==> config.mk <==
export PLATFORM = sky130hd
export DESIGN_NAME = debouncer_multi
export DESIGN_NICKNAME = d
export VERILOG_FILES = /design/src/rtl/debouncer_multi.sv
export SDC_FILE = /design/constraint.sdc
export NUM_CORES = 1
export LEC_CHECK = 0
export BUFFER_PORTS_ARGS = -buffer_cell sky130_fd_sc_hd__buf_2
export CORE_MARGIN = 8
export CORE_UTILIZATION = 55
export CTS_CLUSTER_SIZE = 8
export DETAILED_ROUTE_END_ITERATION = 8
export PLACE_DENSITY = 0.81
export SLEW_MARGIN = 20
export SYNTH_ARGS = -nofsm -noshare
export SYNTH_HDL_FRONTEND = slang
export SYNTH_SLANG_ARGS = --single-unit
==> constraint.sdc <==
create_clock -name clk_i -period 5.09 [get_ports clk_i]
set_clock_uncertainty 0.15 [all_clocks]
set_input_delay 0.509 -clock clk_i [delete_from_list [all_inputs] [get_ports clk_i]]
set_output_delay 0.509 -clock clk_i [all_outputs]
set_load 0.01 [all_outputs]
==> src/rtl/debouncer_multi.sv <==
// ---------------------------------------------------------------------------
// debouncer_multi
//
// Debounces NCH asynchronous inputs. Each channel has a two-flop synchroniser
// and a saturating up/down integrator. All channels share one sample
// prescaler. The debounced level changes only when the integrator is already
// saturated and the next sample agrees with it. This gives full-range
// hysteresis against glitches.
//
// Each level change is reported three ways:
//   - the debounced level itself,
//   - one-cycle rise/fall pulses, aligned with the first cycle of the new level,
//   - sticky event flags (write-1-to-clear), ORed under a mask into a
//     registered interrupt.
//
// Ports:
//   clk_i   in   1    clock
//   rst_i   in   1    asynchronous reset, active low
//   in_i    in   NCH  raw asynchronous inputs
//   out_o   out  NCH  debounced levels
//   rise_o  out  NCH  one-cycle pulse when out_o[k] goes 0->1
//   fall_o  out  NCH  one-cycle pulse when out_o[k] goes 1->0
//   evt_o   out  NCH  sticky event flags (edge selected by EDGE_MODE)
//   clr_i   in   NCH  write-1-to-clear for evt_o; a new event in the same cycle wins
//   mask_i  in   NCH  interrupt enable per channel
//   irq_o   out  1    registered OR of (evt_o & mask_i)
// ---------------------------------------------------------------------------
module debouncer_multi #(
    parameter int NCH        = 4,
    parameter int FACTOR_POW = 20,
    parameter int TICK_DIV   = 1,
    parameter bit INIT       = 1'b0,
    parameter int EDGE_MODE  = 2
) (
    input  logic           clk_i,
    input  logic           rst_i,
    input  logic [NCH-1:0] in_i,
    output logic [NCH-1:0] out_o,
    output logic [NCH-1:0] rise_o,
    output logic [NCH-1:0] fall_o,
    output logic [NCH-1:0] evt_o,
    input  logic [NCH-1:0] clr_i,
    input  logic [NCH-1:0] mask_i,
    output logic           irq_o
);

    localparam int                    PW         = (TICK_DIV > 1) ? $clog2(TICK_DIV) : 1;
    localparam logic [PW-1:0]         PRESC_LAST = PW'(TICK_DIV - 1);
    localparam logic [FACTOR_POW-1:0] CNT_MAX    = '1;
    localparam logic [FACTOR_POW-1:0] CNT_INIT   = INIT ? CNT_MAX : '0;
    localparam logic [NCH-1:0]        LEVEL_INIT = {NCH{INIT}};
    localparam logic [NCH-1:0]        RISE_EN    = {NCH{EDGE_MODE != 1}};
    localparam logic [NCH-1:0]        FALL_EN    = {NCH{EDGE_MODE != 0}};

    logic [PW-1:0]                    r_presc;
    logic                             w_tick;
    logic [NCH-1:0]                   r_sync0;
    logic [NCH-1:0]                   r_sync1;
    logic [NCH-1:0][FACTOR_POW-1:0]   r_cnt;
    logic [NCH-1:0][FACTOR_POW-1:0]   w_cntNext;
    logic [NCH-1:0]                   r_out;
    logic [NCH-1:0]                   w_outNext;
    logic [NCH-1:0]                   r_rise;
    logic [NCH-1:0]                   r_fall;
    logic [NCH-1:0]                   w_rise;
    logic [NCH-1:0]                   w_fall;
    logic [NCH-1:0]                   w_evtSet;
    logic [NCH-1:0]                   r_evt;
    logic                             r_irq;

    // Shared prescaler: the tick is asserted in the last cycle of each period.
    // With TICK_DIV=1, PRESC_LAST is 0, so every cycle is a tick.
    assign w_tick = (r_presc == PRESC_LAST);

    always_ff @(posedge clk_i or negedge rst_i) begin
        if (!rst_i) begin
            r_presc <= '0;
        end else if (w_tick) begin
            r_presc <= '0;
        end else begin
            r_presc <= r_presc + 1'b1;
        end
    end

    // Two-flop synchroniser. It runs every clock, independent of the tick.
    always_ff @(posedge clk_i or negedge rst_i) begin
        if (!rst_i) begin
            r_sync0 <= LEVEL_INIT;
            r_sync1 <= LEVEL_INIT;
        end else begin
            r_sync0 <= in_i;
            r_sync1 <= r_sync0;
        end
    end

    // Integrator next state.
    // A sample moves the counter toward its saturation rail.
    // A sample that arrives while the counter is already on the matching rail
    // commits the new level. Because of this, the level changes one tick after
    // saturation, not in the same tick.
    always_comb begin
        w_cntNext = r_cnt;
        w_outNext = r_out;
        if (w_tick) begin
            for (int k = 0; k < NCH; k++) begin
                if (r_sync1[k]) begin
                    if (r_cnt[k] != CNT_MAX) begin
                        w_cntNext[k] = r_cnt[k] + 1'b1;
                    end else begin
                        w_outNext[k] = 1'b1;
                    end
                end else begin
                    if (r_cnt[k] != '0) begin
                        w_cntNext[k] = r_cnt[k] - 1'b1;
                    end else begin
                        w_outNext[k] = 1'b0;
                    end
                end
            end
        end
    end

    // Edge pulses come from the next level, not the current one.
    // Registering them makes them line up with the new out_o value.
    assign w_rise   = w_outNext & ~r_out;
    assign w_fall   = ~w_outNext & r_out;
    assign w_evtSet = (w_rise & RISE_EN) | (w_fall & FALL_EN);

    always_ff @(posedge clk_i or negedge rst_i) begin
        if (!rst_i) begin
            r_cnt  <= {NCH{CNT_INIT}};
            r_out  <= LEVEL_INIT;
            r_rise <= '0;
            r_fall <= '0;
        end else begin
            r_cnt  <= w_cntNext;
            r_out  <= w_outNext;
            r_rise <= w_rise;
            r_fall <= w_fall;
        end
    end

    // Sticky flags: the set term is ORed in after the clear term is applied.
    // A clear that lands on the same cycle as a new event therefore cannot
    // lose that event.
    always_ff @(posedge clk_i or negedge rst_i) begin
        if (!rst_i) begin
            r_evt <= '0;
            r_irq <= 1'b0;
        end else begin
            r_evt <= w_evtSet | (r_evt & ~clr_i);
            r_irq <= |(r_evt & mask_i);
        end
    end

    assign out_o  = r_out;
    assign rise_o = r_rise;
    assign fall_o = r_fall;
    assign evt_o  = r_evt;
    assign irq_o  = r_irq;

endmodule

==> metrics.yaml <==
status:
  run_status: "finished, final reports clean"
global_route:
  grt_antenna_before_repair: 0
  grt_max_degree: 69
  grt_pass1_wl_um: 28880
  grt_pass1_vias: 6128
  overflow: 0
  track_usage: 0.1961
cts:
  numCtsBuffers: 9
  post_cts_resized: 0
  worstSkewPairLatency_ps: 360
  ctsHtreeMaxLevel: 3
  cts_tree: "yes"
  root_buffer: "clkbuf_16"
  cts_sinks: 105
  clk_pin_slew_worst_paths_ps: 70
  cts_hold_buf: 0
  ctsLongestPathBuffers: 2
  cts_setup_buffers: 0
floorplanning:
  die_x_um: 132.1
  die_h_um: 132.1
  core.rowCount: 42
  start_util: 0.5619
  io_pins: 31
  die_area_um2: 17450
  core_area_um2: 13190
worst_setup_path:
  r2r_start: "r_sync1[0]"
  startpoint_type: "flip-flop"
  timing.critical_path.to_type: "flip-flop"
  rr_worst_depth: 9
  crit_end: "r_cnt[13]"
  startpoint: "r_sync1[0]"
  rr_endpoint: "r_cnt[13]"
  cp.arrival_ps: 3210
  worstPathRequired_ps: 5140
  rrSetupSlack_ps: 1930
  crit_path_max_fanout: 19
  worstSetupPathType: "reg -> reg"
logic_synthesis:
  synth_edf_count: 0
  synth_cells: 814
  synth_top_area_share: 0.3545
  synth-simple-area-share: 0.1433
  synth_xor_area_frac: 0.07444
  yosysSeqAreaShare: 0.3545
  synth_mux_area_frac: 0.005402
  synth_compound_area_frac: 0.2480
  ys_top_cells_by_count: "dfrtp_1, a21oi_1, ha_1"
  syn-num-nets: 912
  synthFlopType: "dfrtp_1"
  ys_ff_latch: 105
  yosys-top-cells-area: "dfrtp_1, ha_1, a21oi_1"
  yosysMostFrequentCell: "dfrtp_1"
  synth_top_family_by_area: "compound AO/OA/AOI/OAI gates"
  synth_top_area_cell: "dfrtp_1"
  synth-adder-area-share: 0.1458
  async_reset_ff_frac: 1.000
  syn_area_um2: 7412
  postSynthAreaPerCell_um2: 9.106
  yosys.cell_types.count: 61
  ys_warn_count: 0
drt:
  viasPerCell: 6.167
  via_count: 6260
  drt_first_pass_iters: 5
  drcViolationCount: 0
  wl_per_cell_um: 16.72
  drt_iter0_drc: 630
  drt_wl_total_um: 16970
  detail-route-antenna-nets: 0
place:
  gp_congestion: 0.9013
  io_buffer_count: 30
  pre_cts_slack_ps: 1961
  dp_hpwl_um: 12120
  placed_cells: 1000
final_layout:
  syn_to_final_growth_pct: 8.947
  final_layout_size_suffix_gt1_frac: 0.07509
  final_cells: 1015
  final_net_count: 933
  antenna-diode-count: 0
sta:
  hold_viol: 0
  layout_setup_ws_ps: 1927
  maxSlewHeadroom: 0.3742
  maxSlewViolCount: 0
  worst_slew_pin_slew_ps: 930.9
  rsz0062_at_grt: "no"
  max_freq_mhz: 316.1
  setup_tns_ps: 0
  finalWorstPathRequiredPeriod_ps: 3163
  period_share: 0.6214
  setup_violations: 0
power_and_ir_drop:
  p_int_mw: 3.046
  swShare: 0.4330
  comb_power_share: 0.579
  clkPwrFrac: 0.143
  power_density_nw_per_um2: 665.3
  seqPwrFrac: 0.278
  power.leakage_nw: 3.624
  p_sw_mw: 2.326
  ir_drop_mv: 0.3092
run:
  maxCapViolCount: 0
min_path:
  min_path_type: "in -> async"
==> critical path: stages (launching register included) <==
cell      delay (ps)
dfrtp_1          420
inv_1            560
ha_1             420
and3_1           210
a221oi_1         400
a31o_2           270
inv_2             50
a211oi_1         260
xor2_1           170
a21oi_1           90
==> logic make-up after synthesis <==
group                    count (synthesis)
XOR/XNOR                                63
AND/OR/NAND/NOR                        209
adder cells (fa/ha/maj)                 84
buffers and inverters                   56
AO/OA/AOI/OAI                          293
flip-flops                             105
multiplexers                             4
==> area by class of cell <==
cell class / count / area, um2
repair buffers: 35 / 190.2
fillers: 1126 / 5115
clock inverters: 4 / 76.32
inverters: 31 / 116.4
multi-input cells: 653 / 4592
well taps: 176 / 220.2
clock buffers: 11 / 252.7
flip-flops and latches: 105 / 2628
==> through the flow <==
step                      hold slack [ps]  cell area [um2]  utilization  total power, mW
final                               106.4             8075       0.6122            5.373
after global routing                101.3             8075       0.6122            5.850
after CTS                           96.94             8075       0.6122            5.353
after detailed placement            196.4             7746       0.5873            4.544
after global placement              193.4             7746       0.5873            4.444
after floorplan                     63.41             7412            -            3.941
==> layer usage <==
metal	track usage	share of wire	vias to the layer above
met5	0	0	-
met4	0.06063	0.016	0
met3	0.04040	0.037	27
met2	0.3244	0.47	126
met1	0.2516	0.48	3013
li1	-	-	3094
==> placed cells by master (no fill, tap or decap), types with 10 or more instances in the layout <==
master and count:
a211oi_1 14, a21o_1 36, a21oi_1 81, buf_2 29
dfrtp_1 105, ha_1 80, inv_1 30, nand2_1 52
nand3_1 12, nand4_1 28, nor2_1 38, nor3_1 19
nor4_1 18, o21a_1 11, o21ai_0 65, o21ai_1 19
o31ai_1 10, xnor2_1 26, xor2_1 37
==> power groups by stage <==
stage / sequential (mW) / combinational (mW) / clock, mW
after floorplan: 1.41 / 2.54 / 0
after global placement: 1.48 / 2.96 / 0
after detailed placement: 1.49 / 3.05 / 0
after CTS: 1.48 / 3.08 / 0.792
after global routing: 1.53 / 3.49 / 0.825
final: 1.49 / 3.11 / 0.771
==> registers in the layout, indices dropped and copies added, names as in the netlist <==
| register | cells |
|---|---|
| evt_o | 4 |
| fall_o | 4 |
| irq_o | 1 |
| out_o | 4 |
| r_cnt | 80 |
| r_sync0 | 4 |
| r_sync1 | 4 |
| rise_o | 4 |
==> worst min path at each step <==
stage	to	slack [ps]	startpoint
after floorplan	evt_o[0]	60	rst_i
after global placement	r_sync1[0]	190	r_sync0[0]
after detailed placement	r_sync1[0]	200	r_sync0[0]
after CTS	r_sync0[0]	100	in_i[0]
after global routing	r_sync0[2]	100	in_i[2]
final	r_cnt[56]	110	rst_i
No activity file was read; power rests on OpenSTA's default activity.
